<file path="src/rtl/regfile_write_arbiter.sv">
// Shares the register file write port between WB (priority) and the MDU, and tracks
// registers whose MDU results are still in flight so ID can stall on RAW/WAW hazards.
module regfile_write_arbiter #(
  parameter int unsigned MAX_WAIT = 4
) (
  input  logic        clk,
  input  logic        rst,
  input  logic        wb_we,
  input  logic [4:0]  wb_reg,
  input  logic [31:0] wb_data,
  input  logic        md_valid,
  input  logic [4:0]  md_reg,
  input  logic [31:0] md_data,
  output logic        md_ready,
  input  logic        md_issue,
  input  logic [4:0]  md_issue_reg,
  input  logic [4:0]  id_rs,
  input  logic [4:0]  id_rt,
  input  logic        id_we,
  input  logic [4:0]  id_rd,
  output logic        busy_stall,
  output logic        force_bubble,
  output logic        rf_we,
  output logic [4:0]  rf_reg,
  output logic [31:0] rf_data
);

  localparam logic [3:0] MaxWaitC = 4'(MAX_WAIT);

  logic        wb_act;
  logic        md_act;
  logic [3:0]  wait_cnt_q, wait_cnt_d;
  logic [31:0] pending_q, pending_d;
  logic [31:0] set_vec, clr_vec;

  assign wb_act = wb_we && (wb_reg != 5'd0);
  assign md_act = md_valid && (md_reg != 5'd0);

  // Fixed-priority grant; outputs are held at zero while reset is asserted.
  always_comb begin
    md_ready = 1'b0;
    rf_we    = 1'b0;
    rf_reg   = 5'd0;
    rf_data  = 32'd0;
    if (!rst) begin
      if (wb_act) begin
        rf_we   = 1'b1;
        rf_reg  = wb_reg;
        rf_data = wb_data;
      end else if (md_valid) begin
        // A result to r0 is accepted but never written.
        md_ready = 1'b1;
        rf_we    = md_act;
        rf_reg   = md_reg;
        rf_data  = md_data;
      end
    end
  end

  always_comb begin
    wait_cnt_d = 4'd0;
    if (md_valid && !md_ready) begin
      wait_cnt_d = (wait_cnt_q == 4'hF) ? wait_cnt_q : wait_cnt_q + 4'd1;
    end
  end

  always_comb begin
    set_vec = 32'd0;
    clr_vec = 32'd0;
    if (md_issue) set_vec = 32'd1 << md_issue_reg;
    if (md_valid && md_ready) clr_vec = 32'd1 << md_reg;
    // Set applied after clear so a same-cycle reissue keeps the bit.
    pending_d = ((pending_q & ~clr_vec) | set_vec) & ~32'd1;
  end

  always_ff @(posedge clk or posedge rst) begin
    if (rst) begin
      wait_cnt_q <= 4'd0;
      pending_q  <= 32'd0;
    end else begin
      wait_cnt_q <= wait_cnt_d;
      pending_q  <= pending_d;
    end
  end

  always_comb begin
    force_bubble = !rst && md_valid && (wait_cnt_q >= MaxWaitC);
    busy_stall   = !rst && (pending_q[id_rs] || pending_q[id_rt] ||
                            (id_we && pending_q[id_rd]) ||
                            (md_issue && pending_q[md_issue_reg]));
  end

endmodule

</file>
<file path="config.mk">
export PLATFORM = sky130hd
export DESIGN_NAME = regfile_write_arbiter
export DESIGN_NICKNAME = d
export VERILOG_FILES = /design/src/rtl/regfile_write_arbiter.sv
export SDC_FILE = /design/constraint.sdc
export NUM_CORES = 1
export LEC_CHECK = 0
export CAP_MARGIN = 10
export CORE_MARGIN = 4
export CORE_UTILIZATION = 39
export CTS_CLUSTER_DIAMETER = 80
export CTS_CLUSTER_SIZE = 10
export DETAILED_ROUTE_END_ITERATION = 6
export GPL_TIMING_DRIVEN = 0
export PLACE_DENSITY = 0.76
export SYNTH_ARGS = -nofsm -noshare
export SYNTH_HDL_FRONTEND = slang
export SYNTH_SLANG_ARGS = --single-unit
</file>
<file path="constraint.sdc">
create_clock -name clk -period 1.8 [get_ports clk]
set_input_delay 0.27 -clock clk [delete_from_list [all_inputs] [get_ports clk]]
set_output_delay 0.27 -clock clk [all_outputs]
set_load 0.01 [all_outputs]
</file>
==> results.sh <==
export IMPL_hold_violations=0
export IMPL_vias=3670
export IMPL_root_buffer="clkbuf_8"
export IMPL_vdd_ir_drop_max_uv=272
export IMPL_max_freq_mhz=409
export IMPL_antenna_cells=0
export IMPL_detailed_place_hpwl_um=10000
export IMPL_clkTransAtPathRegs_ns=0.07
export IMPL_first_iter_violations=226
export IMPL_syn2layout_area_growth_pct=60.7
export IMPL_finalWorstSetupSlack_ns=-0.642
export IMPL_routed_wl_um=13300
export IMPL_rsz0062_at_grt="true"
export IMPL_die_h_um=99.1
export IMPL_max_slew_margin_pct=55.9
export IMPL_dieArea_sq_um=9820
export IMPL_cts_sinks=35
export IMPL_crit_fanout=6
export IMPL_synth_largest_area_cell="dfrtp_1"
export IMPL_ys_flop_type="dfrtp_1"
export IMPL_worstPathArrival_ns=2.17
export IMPL_final_max_slew_viol_count=0
export IMPL_synth_seq_cells=35
export IMPL_cap_violations=0
export IMPL_finalCritPeriodShare_pct=136
export IMPL_critical_path_class="in -> out"
export IMPL_die_x_um=99.1
export IMPL_cts_buffers=5
export IMPL_async_flop_share_pct=100
export IMPL_dr_pass1_iters=5
export IMPL_end_kind="output port"
export IMPL_initial_core_util_pct=41.0
export IMPL_worstPathCellList="clkdlybuf4s50_1, and2b_2, a311o_2, a2111o_1, a41oi_2, buf_2"
export IMPL_worst_pin_slew_ns=0.661
export IMPL_ctsHoldBuffers=0
export IMPL_h_tree_depth=2
export IMPL_finish_utilization_pct=65.9
export IMPL_synth_area_sq_um=3240
export IMPL_synth_edf_count=0
export IMPL_rows=32
export IMPL_avgRoutedWirePerCell_um=21.9
export IMPL_violations="negative setup slack"
export IMPL_yosysTopAreaCellShare_pct=27.1
export IMPL_place_ws_ns=-1.33
export IMPL_hold_slack_ns=0.164
export IMPL_setup_viol=48
export IMPL_hold_class="in -> async"
export IMPL_cpPeakStageDelay_ns=0.53
export IMPL_grt_max_degree=22
export IMPL_cp_start_kind="input port"
export IMPL_layout_common_cells="clkdlybuf4s50_1 (76), buf_6 (40), o21ai_0 (39)"
export IMPL_cts_buffer_depth=2
export IMPL_via_per_inst=6.06
export IMPL_gr_total_overflow=0
export IMPL_syn_nets=434
export IMPL_run_status="complete, but fails checks"
export IMPL_netlist_instances=333
export IMPL_drc_errors=0
export IMPL_fin_skew_ns=0.00194
export IMPL_ios=141
export IMPL_yosys_top_cells_area="dfrtp_1 (27%), mux4_2 (13%), a22o_1 (8.7%)"
export IMPL_yosysUniqueCellTypes=59
export IMPL_grt_pass1_wl_um=20100
export IMPL_avgSynthCellArea_sq_um=9.72
export IMPL_required_ns=1.53
export IMPL_io_buffers=131
export IMPL_timing_critical_path_slowest_stage_cell="clkdlybuf4s50_1"
export IMPL_grt_util_all_layers_pct=26.0
export IMPL_ant_nets=0
export IMPL_p_leak_uw=0.00215
export IMPL_clk_latency_ns=0.29
export IMPL_grt_antenna_before_repair=0
export IMPL_tns_ns=-14.30
export IMPL_ys_seq_area_share_pct=27.1
export IMPL_fin_crit_ns=2.44
export IMPL_yosys_warnings=0
export IMPL_grt_pass1_vias=3891
export IMPL_core_area_sq_um=7890
export IMPL_fin_nets=604
export IMPL_drive_above_1_share_pct=34.9
export IMPL_cts_tree="done"
export IMPL_power_density_nw_per_um2=627
export IMPL_gp_congestion=0.923
export IMPL_final_common_cell="clkdlybuf4s50_1"
## sequential cells by signal, indices dropped and copies added, names as in the netlist
register	count
wait_cnt_q	4
pending_q	31
## through the flow
stage	area, sq um	instances	power (uW)
finish	5200	606	3260
global route	5200	606	3430
CTS	5060	602	3190
detailed placement	4780	567	2520
global placement	4750	566	2470
floorplan	3320	333	1900
## critical path: cells and delay by family
family / cells / cell delay (ns)
and+or+nand+nor: 1 / 0.26
buffers and inverters: 2 / 0.69
AOI/OAI and AO/OA: 3 / 0.95
## final cells by class
| type | instances | area [sq um] |
|---|---|---|
| inverter | 4 | 15.0 |
| sequential | 35 | 882 |
| buffer | 22 | 231 |
| tap | 102 | 128 |
| timing repair buffer | 165 | 1520 |
| clock buffer | 8 | 100 |
| fill | 618 | 2690 |
| multi-input combinational | 270 | 2330 |
## Yosys cell counts, drive strengths merged, types with 2 or more instances
cell / instances
nor4: 4
o41ai: 3
nand3: 17
mux2: 6
inv: 4
o21ai: 58
a311o: 2
nor2: 16
nand2b: 7
mux4: 21
clkbuf: 8
a221oi: 2
a22o: 33
nor3: 3
and3: 3
and2b: 2
buf: 16
a2111oi: 5
a21oi: 5
mux2i: 16
nor2b: 9
nand2: 18
or3b: 3
dfrtp: 35
nand4: 7
nand3b: 11
## kinds of logic (layout without fill, tap and decap cells)
group	Yosys count	count (layout)	share of synthesized area, %
mux	43	43	22.0
compound gates	118	118	25.6
xor+xnor	1	1	0.271
buf+inv	28	199	5.72
simple gates	107	107	19.0
flops	35	35	27.1
fa+ha+maj	1	1	0.387
## what timing repair did
| item | 4_1_cts | 5_1_grt |
|---|---|---|
| endpoints found under the setup margin | 76 | 51 |
| setup buffers | 26 | 11 |
| gates cloned | 3 | 0 |
| resized for setup | 236 | 42 |
| pin swaps | 41 | 19 |
## worst paths after layout
| kind | end | from | slack (ns) | cells past startpoint |
|---|---|---|---|---|
| worst max-delay path | busy_stall | md_issue_reg[3] | -0.64 | 6 |
| worst max register to register | wait_cnt_q[1]$_DFFE_PP0P_ | wait_cnt_q[0]$_DFFE_PP0P_ | 0.62 | 4 |
| worst min register to register | wait_cnt_q[1]$_DFFE_PP0P_ | wait_cnt_q[1]$_DFFE_PP0P_ | 0.59 | 2 |
| worst min-delay path | wait_cnt_q[3]$_DFFE_PP0P_ | rst | 0.16 | 2 |
| max in group asynchronous | pending_q[19]$_DFF_PP0_ | rst | 1.09 | 3 |
| min in group clk | wait_cnt_q[0]$_DFFE_PP0P_ | md_valid | 0.39 | 3 |
## per-layer routing
layer  wire length [um]  part of all wire [%]  vias to the layer above  GRT usage, %
li1                   -                     -                     1671             -
met1               4620                    35                     1766          27.4
met2               6890                    52                      199          47.8
met3               1310                   9.9                       34          8.56
met4                442                   3.3                        0          9.35
met5                  0                     0                        -             0
## report_power, final
| part | switching [uW] | internal (uW) | total [uW] |
|---|---|---|---|
| clock network | 265 | 349 | 614 |
| logic | 574 | 827 | 1400 |
| registers | 284 | 964 | 1250 |
(Power assumes the default switching activity.)
